[src/rtl/fpalu_console.sv]
// Operator console for the FPALU: debounced keys, switch-driven operand capture,
// start/done handshake with timeout, and a registered display word.
//
// state | meaning
// IDLE  | waiting for an execute key event
// ISSUE | oalu_start high for this cycle, wait timer armed
// WAIT  | waiting for ialu_done or wait timer expiry

module fpalu_console #(
    parameter int DATA_W    = 32,
    parameter int SW_W      = 10,
    parameter int OP_W      = 4,
    parameter int LOAD_MODE = 0,
    parameter int DEBOUNCE  = 500000,
    parameter int TIMEOUT   = 255
) (
    input  logic              iclock,
    input  logic              ireset,
    input  logic [3:0]        ikey,
    input  logic [SW_W-1:0]   isw,
    input  logic [OP_W-1:0]   icontrol,
    output logic [DATA_W-1:0] oalu_a,
    output logic [DATA_W-1:0] oalu_b,
    output logic [OP_W-1:0]   oalu_ctrl,
    output logic              oalu_start,
    input  logic              ialu_done,
    input  logic [DATA_W-1:0] ialu_result,
    input  logic [4:0]        ialu_flags,
    output logic [DATA_W-1:0] oresult,
    output logic [4:0]        oflags,
    output logic [DATA_W-1:0] odisp,
    output logic [1:0]        oview,
    output logic              osel,
    output logic              obusy,
    output logic              otimeout
);

    localparam int DB_W = $clog2(DEBOUNCE) + 1;
    localparam int TO_W = $clog2(TIMEOUT) + 1;
    localparam logic [DB_W-1:0] DB_RELOAD = DB_W'(DEBOUNCE - 1);
    localparam logic [TO_W-1:0] TO_RELOAD = TO_W'(TIMEOUT - 1);

    typedef enum logic [1:0] {
        ST_IDLE  = 2'd0,
        ST_ISSUE = 2'd1,
        ST_WAIT  = 2'd2
    } state_t;

    state_t            state_q;
    state_t            state_d;
    logic              accept;
    logic              capture;
    logic              abort;
    logic [TO_W-1:0]   wait_cnt;

    logic [3:0]        key_s1;
    logic [3:0]        key_s2;
    logic [3:0]        key_db;
    logic [3:0]        key_db_d;
    logic [DB_W-1:0]   db_cnt [4];
    logic [3:0]        key_fall;

    logic              ev_load;
    logic              ev_sel;
    logic              ev_exec;
    logic              ev_view;

    logic [DATA_W-1:0] load_base;
    logic [DATA_W-1:0] load_val;

    // Keys are active-low; reset state is "released" so no event fires out of reset.
    always_ff @(posedge iclock) begin
        if (ireset) begin
            key_s1   <= '1;
            key_s2   <= '1;
            key_db   <= '1;
            key_db_d <= '1;
            for (int i = 0; i < 4; i++) begin
                db_cnt[i] <= DB_RELOAD;
            end
        end else begin
            key_s1   <= ikey;
            key_s2   <= key_s1;
            key_db_d <= key_db;
            for (int i = 0; i < 4; i++) begin
                if (key_s2[i] == key_db[i]) begin
                    db_cnt[i] <= DB_RELOAD;
                end else if (db_cnt[i] == '0) begin
                    key_db[i] <= key_s2[i];
                    db_cnt[i] <= DB_RELOAD;
                end else begin
                    db_cnt[i] <= db_cnt[i] - DB_W'(1);
                end
            end
        end
    end

    assign key_fall = key_db_d & ~key_db;
    assign ev_load  = key_fall[0];
    assign ev_sel   = key_fall[1];
    assign ev_exec  = key_fall[2];
    assign ev_view  = key_fall[3];

    assign obusy = (state_q != ST_IDLE);

    always_comb begin
        load_base = osel ? oalu_b : oalu_a;
        if (LOAD_MODE == 0) begin
            load_val = {isw, {(DATA_W-SW_W){1'b0}}};
        end else begin
            load_val = (load_base << SW_W) | DATA_W'(isw);
        end
    end

    always_comb begin
        state_d = state_q;
        accept  = 1'b0;
        capture = 1'b0;
        abort   = 1'b0;
        case (state_q)
            ST_IDLE: begin
                if (ev_exec) begin
                    state_d = ST_ISSUE;
                    accept  = 1'b1;
                end
            end
            ST_ISSUE: state_d = ST_WAIT;
            ST_WAIT: begin
                // done in the same cycle as expiry still completes normally
                if (ialu_done) begin
                    state_d = ST_IDLE;
                    capture = 1'b1;
                end else if (wait_cnt == '0) begin
                    state_d = ST_IDLE;
                    abort   = 1'b1;
                end
            end
            default: state_d = ST_IDLE;
        endcase
    end

    always_ff @(posedge iclock) begin
        if (ireset) begin
            state_q    <= ST_IDLE;
            wait_cnt   <= '0;
            oalu_start <= 1'b0;
            oalu_ctrl  <= '0;
            oresult    <= '0;
            oflags     <= '0;
            otimeout   <= 1'b0;
        end else begin
            state_q    <= state_d;
            oalu_start <= (state_d == ST_ISSUE);
            if (state_q == ST_ISSUE) begin
                wait_cnt <= TO_RELOAD;
            end else if (state_q == ST_WAIT && wait_cnt != '0) begin
                wait_cnt <= wait_cnt - TO_W'(1);
            end
            if (accept) begin
                oalu_ctrl <= icontrol;
                otimeout  <= 1'b0;
            end
            if (capture) begin
                oresult <= ialu_result;
                oflags  <= ialu_flags;
            end
            if (abort) begin
                otimeout <= 1'b1;
            end
        end
    end

    // Load uses the osel value from before any simultaneous sel event.
    always_ff @(posedge iclock) begin
        if (ireset) begin
            oalu_a <= '0;
            oalu_b <= '0;
            osel   <= 1'b0;
            oview  <= '0;
            odisp  <= '0;
        end else begin
            if (ev_load && !obusy) begin
                if (osel) begin
                    oalu_b <= load_val;
                end else begin
                    oalu_a <= load_val;
                end
            end
            if (ev_sel) begin
                osel <= ~osel;
            end
            if (ev_view) begin
                oview <= oview + 2'd1;
            end
            case (oview)
                2'd0:    odisp <= oresult;
                2'd1:    odisp <= oalu_a;
                2'd2:    odisp <= oalu_b;
                default: odisp <= {{(DATA_W-6){1'b0}}, otimeout, oflags};
            endcase
        end
    end

endmodule

[config.mk]
export PLATFORM = sky130hd
export DESIGN_NAME = fpalu_console
export DESIGN_NICKNAME = d
export VERILOG_FILES = /design/src/rtl/fpalu_console.sv
export SDC_FILE = /design/constraint.sdc
export NUM_CORES = 1
export LEC_CHECK = 0
export BUFFER_PORTS_ARGS = -buffer_cell sky130_fd_sc_hd__buf_2
export CELL_PAD_IN_SITES_DETAIL_PLACEMENT = 1
export CELL_PAD_IN_SITES_GLOBAL_PLACEMENT = 1
export CORE_ASPECT_RATIO = 1.4
export CORE_MARGIN = 1
export CORE_UTILIZATION = 45
export DETAILED_ROUTE_END_ITERATION = 10
export GPL_TIMING_DRIVEN = 0
export PLACE_DENSITY_LB_ADDON = 0.1
export SYNTH_ARGS = -nofsm -noshare
export SYNTH_HDL_FRONTEND = slang
export SYNTH_SLANG_ARGS = --single-unit
export TNS_END_PERCENT = 5
[constraint.sdc]
create_clock -name iclock -period 4.11 [get_ports iclock]
set_clock_uncertainty 0.05 [all_clocks]
set_input_delay 0 -clock iclock [delete_from_list [all_inputs] [get_ports iclock]]
set_output_delay 0 -clock iclock [all_outputs]
set_load 0.01 [all_outputs]
==> qor.json, run 1 <==
{
  "outcome": "finished, final reports clean",
  "layout_min_cycle_time_ns": 2.87,
  "worst_ir_drop_vdd_mv": 0.308,
  "clockBufferDepth": 3,
  "avgRoutedWirePerCell_um": 16.9,
  "insertion_delay_ns": 0.50,
  "timing_worst_slew_pin_value_ns": 1.19,
  "synth-seq-area-share_pct": 53.9,
  "vias": 7923,
  "post-route-worst-setup-slack_ns": 1.24,
  "grt_pass1_wl_um": 41600,
  "most-common-layout-cells": "sky130_fd_sc_hd__buf_2 (157), sky130_fd_sc_hd__dfxtp_1 (125), sky130_fd_sc_hd__nand2_1 (124), sky130_fd_sc_hd__conb_1 (124), sky130_fd_sc_hd__nor2_1 (101)",
  "num_antenna_cells": 0,
  "core_area_mm2": 0.0198,
  "hold_ep": "key_s1[2]",
  "share_of_cells_above_drive_strength_1_pct": 20.5,
  "wl_um": 26100,
  "path_clk_slew_ns": 0.06,
  "finalWeightedCongestion": 0.774,
  "synth_top_area_cell": "sky130_fd_sc_hd__dfxtp_1",
  "timing.hold.worst_path_depth": 3,
  "p_leak_uw": 0.00481,
  "post_synth_inst_count": 916,
  "clock_tree.root_cell": "sky130_fd_sc_hd__clkbuf_16",
  "synth_edf_count": 80,
  "period_share_pct": 69.9,
  "endpoint_kind": "flop",
  "startpoint_to_endpoint_class_of_the_critical_path": "reg -> reg",
  "num_io_pins": 201,
  "grt_max_degree": 15,
  "final.setup.tns_ns": 0,
  "vias_in_the_first_global_route": 8480,
  "ys_types": 51,
  "place_hpwl_um": 16900,
  "drt_first_pass_iters": 5,
  "floorplan.die_area_mm2": 0.0208,
  "power_density_mw_per_mm2": 363,
  "hold_path.startpoint": "ikey[2]",
  "design.final.nets": 1348,
  "synth.avg_cell_area_um2": 9.94,
  "die_x_um": 122,
  "final_common_cell": "sky130_fd_sc_hd__buf_2",
  "cp_max_fo": 9,
  "cts_buffers": 22,
  "grt_util_all_layers_pct": 25.2,
  "final_setup_violations": 0,
  "synth_largest_type_area_fraction_pct": 27.5,
  "p_total_uw": 4360,
  "synth.yosys.warnings": 0,
  "r2r.worst_path.cells": 4,
  "crit_arrival_ns": 3.03,
  "min-delay-path-class": "in -> reg",
  "number_of_antenna_violations_at_the_first_check_in_global_routing": 0,
  "max_freq_mhz": 348,
  "number_of_hold_slack_violations_in_the_final_timing_report": 0,
  "cts_tree": "built",
  "htree_levels": 1,
  "cp_data_required_time_ns": 4.27,
  "hold_ws_ns": 0.212,
  "overflow": 0,
  "route.detailed.vias_per_inst": 5.13,
  "synth.cell_area_mm2": 0.00910,
  "crit-reg2reg-launch": "db_cnt[2][7]",
  "async_set_or_reset_flop_fraction_in_the_synthesized_netlist_pct": 0,
  "worstSetupStartpointType": "flop",
  "unrepaired_setup_endpoints_after_global_routing": "no",
  "final_antenna_net_count": 0,
  "cap_viol_max_count": 0,
  "initial_core_util_pct": 45.9,
  "ys_top_cells_by_area": "sky130_fd_sc_hd__dfxtp_1 (27%), sky130_fd_sc_hd__edfxtp_1 (26%), sky130_fd_sc_hd__nand2_1 (5.1%)",
  "dominantRegCellSynth": "sky130_fd_sc_hd__dfxtp_1",
  "port_buffers": 156,
  "final_max_slew_viol_count": 0,
  "synth.ff_latch_count": 205,
  "drt_iter0_drc": 354,
  "placementRows": 61,
  "timing.slew.headroom_pct": 20.1,
  "rrSetupSlack_ns": 1.24,
  "clock_sink_count": 205,
  "dpl_worst_slack_ns": 1.22,
  "die_h_um": 170,
  "flow.area_growth_from_synthesis_pct": 31.7,
  "drc": 0,
  "timing.rr.end": "db_cnt[2][9]"
}
==> layer usage <==
metal | GRT usage, % | share of wire [%] | vias up
li1 | - | - | 3786
met1 | 26.1 | 37 | 3833
met2 | 47.5 | 53 | 236
met3 | 5.53 | 5.5 | 68
met4 | 11.2 | 3.9 | 0
met5 | 0 | 0 | -
==> worst max-delay path by stage <==
stage          slack, ns  cells past startpoint          start             to
4_1_cts             1.20                      4   db_cnt[2][7]   db_cnt[2][9]
3_3_place_gp        1.21                      4   db_cnt[2][7]  db_cnt[2][12]
6_report            1.24                      4   db_cnt[2][7]   db_cnt[2][9]
2_1_floorplan       1.51                      5  db_cnt[0][11]  db_cnt[0][18]
5_1_grt             0.92                      4   db_cnt[2][7]   db_cnt[2][9]
3_5_place_dp        1.22                      4   db_cnt[2][7]  db_cnt[2][10]
==> critical path, cell delays in order, from the launching register on <==
cell and delay, ns:
sky130_fd_sc_hd__edfxtp_1 0.45, sky130_fd_sc_hd__nor4_1 0.71, sky130_fd_sc_hd__nand2_1 0.22, sky130_fd_sc_hd__o31ai_1 1.03, sky130_fd_sc_hd__nor2_1 0.12
==> what timing repair did <==
item / CTS / global route
endpoints found under the hold margin: 78 / 0
setup buffers: 0 / 0
resized for setup: 0 / 0
hold buffers: 59 / 0
==> synth_stat cells (all sizes together) (13+ instances only) <==
library cell and number:
a21oi 63, and2 20, buf 49, clkbuf 32
dfxtp 125, edfxtp 80, ha 13, inv 17
mux2i 28, nand2 124, nand3 24, nor2 101
nor3 13, nor4 20, o21ai 14, o31ai 13
or2 14, or3 19, or4 18, xnor2 25
xor2 26
==> registers in the layout, summed over array words and instances (netlist names) <==
name and cells:
oalu_a 10, oview 2, wait_cnt 9, db_cnt 80, key_s1 4, otimeout 1, key_s2 4, oresult 32
key_db_d 4, oalu_ctrl 4, oalu_b 10, odisp 32, oalu_start 1, state_q 2, oflags 5, key_db 4
osel 1
==> through the flow <==
step	std cells	utilization, %	cell area [um^2]
finish	1545	60.4	12000
floorplan	1038	-	9560
CTS	1545	60.4	12000
global route	1545	60.4	12000
global placement	1446	53.7	10700
detailed placement	1446	53.7	10700
==> kinds of logic (layout without fill, tap and decap cells) <==
family          after synthesis  in the layout  synth area share [%]
compound gates              125            125                  8.95
xor+xnor                     51             51                  4.91
mux                          28             28                  3.08
other cells                   2            124                0.0825
fa+ha+maj                    13             13                  1.79
simple gates                394            394                  21.4
flops                       205            205                  53.9
buf+inv                      98            353                  5.95
==> cell type report <==
class / instances / area [um^2]
plain buffers: 81 / 478
clock buffers: 30 / 684
clock inverters: 10 / 53.8
fillers: 2313 / 7860
inverters: 17 / 63.8
multi-input cells: 735 / 4120
flip-flops and latches: 205 / 4900
well taps: 252 / 315
repair buffers: 215 / 1370
==> power by group <==
part	switching [uW]	internal (uW)
logic	103	102
clock network	838	1170
registers	17.5	2130
total	958	3400
Note: power is estimated with default switching activity, not from simulation.
==> run 2: changes to the inputs <==
--- a/config.mk
+++ b/config.mk
@@ -10,7 +10,7 @@
 export CELL_PAD_IN_SITES_GLOBAL_PLACEMENT = 1
 export CORE_ASPECT_RATIO = 1.4
 export CORE_MARGIN = 1
-export CORE_UTILIZATION = 45
+export CORE_UTILIZATION = 42
 export DETAILED_ROUTE_END_ITERATION = 10
 export GPL_TIMING_DRIVEN = 0
 export PLACE_DENSITY_LB_ADDON = 0.1
==> constraint.sdc (replaced) <==
create_clock -name iclock -period 2.7 [get_ports iclock]
set_clock_uncertainty 0.05 [all_clocks]
set_input_delay 0 -clock iclock [delete_from_list [all_inputs] [get_ports iclock]]
set_output_delay 0 -clock iclock [all_outputs]
set_load 0.01 [all_outputs]
==> qor.json, run 2 (synthesis results as in run 1) <==
{
  "timing_worst_slew_pin_value": {"value": 1.11, "unit": "ns", "change": "-0.0799 ns"},
  "grt_util_all_layers": {"value": 22.9, "unit": "%", "change": "-2.3 points"},
  "vias_in_the_first_global_route": {"value": 8263, "change": "-2.6%"},
  "critPathLaunch": "db_cnt[0][12]",
  "grt_pass1_wl": {"value": 40900, "unit": "um", "change": "-1.5%"},
  "drt_iter0_drc": {"value": 261, "change": "-26%"},
  "clock_sink_count": {"value": 205, "change": "unchanged"},
  "insertion_delay": {"value": 0.51, "unit": "ns", "change": "about the same"},
  "crit_arrival": {"value": 2.89, "unit": "ns", "change": "-0.14 ns"},
  "reg_top3": "db_cnt (80), odisp (32), oresult (32)",
  "vias": {"value": 7787, "change": "-1.7%"},
  "cts_tree": "built",
  "final_max_slew_viol_count": {"value": 0, "change": "unchanged"},
  "cp_data_required_time": {"value": 2.91, "unit": "ns", "change": "-1.36 ns"},
  "post-route-worst-setup-slack": {"value": 0.0195, "unit": "ns", "change": "-1.22 ns"},
  "placementRows": {"value": 63, "change": "+3.3%"},
  "critPathMostFrequentCell": "sky130_fd_sc_hd__or4_4",
  "design.final.nets": {"value": 1346, "change": "-0.15%"},
  "wl_met3": {"value": 1460, "unit": "um", "change": "+0.97%"},
  "dpl_worst_slack": {"value": -0.298, "unit": "ns", "change": "-1.51 ns"},
  "unrepaired_setup_endpoints_after_global_routing": "yes",
  "cap_viol_max_count": {"value": 0, "change": "unchanged"},
  "p_leak": {"value": 0.00477, "unit": "uW", "change": "-0.80%"},
  "cp_max_fo": {"value": 9, "change": "unchanged"},
  "worst_ir_drop_vdd": {"value": 0.408, "unit": "mV", "change": "+32%"},
  "min-delay-path-class": "in -> reg",
  "avgRoutedWirePerCell": {"value": 16.3, "unit": "um", "change": "-3.7%"},
  "crit-reg2reg-launch": "db_cnt[0][12]",
  "route.detailed.vias_per_inst": {"value": 5.02, "change": "-2.1%"},
  "floorplan.die_area": {"value": 0.0223, "unit": "mm^2", "change": "+7.0%"},
  "fill_cells": {"value": 2482, "change": "+7.3%"},
  "most-common-layout-cells": "sky130_fd_sc_hd__buf_2 (158), sky130_fd_sc_hd__dfxtp_1 (125), sky130_fd_sc_hd__nand2_1 (124), sky130_fd_sc_hd__conb_1 (124), sky130_fd_sc_hd__nor2_1 (101)",
  "number_of_antenna_violations_at_the_first_check_in_global_routing": {"value": 0, "change": "unchanged"},
  "number_of_hold_slack_violations_in_the_final_timing_report": {"value": 0, "change": "unchanged"},
  "num_antenna_cells": {"value": 0, "change": "unchanged"},
  "critical-path-slowest-cell": "sky130_fd_sc_hd__or4_4",
  "post-cts-setup-buffers": {"value": 0, "change": "unchanged"},
  "period_share": {"value": 99.3, "unit": "%", "change": "+29 points"},
  "flow.area_growth_from_synthesis": {"value": 31.6, "unit": "%", "change": "about the same"},
  "outcome": "finished, final reports clean",
  "top_layer_used": "met4",
  "max_ffs_per_register": {"value": 80, "change": "unchanged"},
  "port_buffers": {"value": 156, "change": "unchanged"},
  "wl": {"value": 25300, "unit": "um", "change": "-3.3%"},
  "layout_min_cycle_time": {"value": 2.68, "unit": "ns", "change": "-0.192 ns"},
  "clockBufferDepth": {"value": 3, "change": "unchanged"},
  "drc": {"value": 0, "change": "unchanged"},
  "grt_max_degree": {"value": 14, "change": "-1"},
  "clock_tree.root_cell": "sky130_fd_sc_hd__clkbuf_16",
  "met2_wl_post_dr": {"value": 13100, "unit": "um", "change": "-5.7%"},
  "overflow": {"value": 0, "change": "unchanged"},
  "drt_first_pass_iters": {"value": 5, "change": "unchanged"},
  "crit_path_max_cell_delay": {"value": 0.58, "unit": "ns", "change": "-0.45 ns"},
  "registers.top_by_ff_count": "db_cnt",
  "htree_levels": {"value": 1, "change": "unchanged"},
  "die_h": {"value": 176, "unit": "um", "change": "+3.5%"},
  "place_hpwl": {"value": 17500, "unit": "um", "change": "+3.8%"},
  "timing.slew.headroom": {"value": 25.9, "unit": "%", "change": "+5.8 points"},
  "max_freq": {"value": 373, "unit": "MHz", "change": "+7.2%"},
  "initial_core_util": {"value": 42.9, "unit": "%", "change": "-2.9 points"},
  "worstSetupStartpointType": "flop",
  "final_common_cell": "sky130_fd_sc_hd__buf_2",
  "die_x": {"value": 126, "unit": "um", "change": "+3.4%"},
  "cts_buffers": {"value": 22, "change": "unchanged"},
  "final_setup_violations": {"value": 0, "change": "unchanged"},
  "final_antenna_net_count": {"value": 0, "change": "unchanged"},
  "path_clk_slew": {"value": 0.06, "unit": "ns", "change": "about the same"},
  "power_density": {"value": 539, "unit": "mW/mm^2", "change": "+48%"},
  "finalWeightedCongestion": {"value": 0.787, "change": "+1.6%"},
  "placed_cell_area": {"value": 0.0107, "unit": "mm^2", "change": "about the same"},
  "num_io_pins": {"value": 201, "change": "unchanged"},
  "share_of_cells_above_drive_strength_1": {"value": 20.5, "unit": "%", "change": "+0.032 points"},
  "wirelength_met1": {"value": 9590, "unit": "um", "change": "-2.1%"},
  "fin_area": {"value": 0.0120, "unit": "mm^2", "change": "about the same"},
  "startpoint_to_endpoint_class_of_the_critical_path": "reg -> reg",
  "endpoint_kind": "flop",
  "core_area": {"value": 0.0212, "unit": "mm^2", "change": "+6.9%"},
  "worstPathCellList": "or4_4 -> or4_4 -> buf_6 -> or4_1 -> a221o_1",
  "hold_path.startpoint": "ikey[1]"
}
run 2: changes by cell type in the layout (fill, tap and decap cells not counted), moves of 2 or more:
cell                            change
sky130_fd_sc_hd__dlygate4sd3_1      -2
sky130_fd_sc_hd__clkbuf_1           +4
sky130_fd_sc_hd__o41ai_2            -2
sky130_fd_sc_hd__clkbuf_16          -2
sky130_fd_sc_hd__o41ai_4            +2
run 2: worst paths after layout:
check                                     end  slack (ns)  cells after the start
worst max-delay path            db_cnt[0][18]        0.02                      5
worst min-delay path                key_s1[1]        0.23                      3
worst max register to register  db_cnt[0][18]        0.02                      5
worst min register to register      key_s2[3]        0.36                      1
run 2: area by class of cell:
cell class | instances | area (um^2) | area share, %
clock buffers | 33 | 647 | 5.40
well taps | 260 | 325 | 2.72
inverters | 17 | 63.8 | 0.533
repair buffers | 213 | 1350 | 11.3
flip-flops and latches | 205 | 4900 | 40.9
multi-input cells | 735 | 4170 | 34.8
clock inverters | 7 | 35.0 | 0.292
plain buffers | 81 | 479 | 4.00
run 2: routing by layer:
metal / vias up / GRT usage (%)
met5: - / 0
met4: 0 / 10.9
met3: 65 / 5.58
met2: 184 / 41.7
met1: 3761 / 24.9
li1: 3777 / -
run 2: what timing repair did:
item,4_1_cts,5_1_grt
endpoints found under the hold margin,78,0
resized for setup,3,8
pin swaps,0,1
setup endpoints to repair,26,45
hold buffers,57,0
run 2: stage by stage:
stage,total power [uW],util [%],std cells,hold slack (ns),TNS (ns)
2_1_floorplan,3480,-,1038,0.0538,0
3_3_place_gp,3560,50.3,1454,0.139,-2.57
3_5_place_dp,3560,50.3,1454,0.148,-4.09
4_1_cts,6510,56.3,1551,0.205,-0.00582
5_1_grt,6690,56.5,1551,0.213,-0.0604
6_report,6460,56.5,1551,0.229,0
run 2: critical path, delay by kind of cell, from the launching register on:
kind | cells | cell delay (ns)
simple gates | 3 | 1.47
flops | 1 | 0.41
compound gates | 1 | 0.34
buf+inv | 1 | 0.16
run 2: power breakdown:
group | total, uW | internal (uW) | switching (uW)
clock | 2880 | 1660 | 1230
sequential | 3270 | 3240 | 27.2
combinational | 312 | 156 | 156
total | 6460 | 5050 | 1410
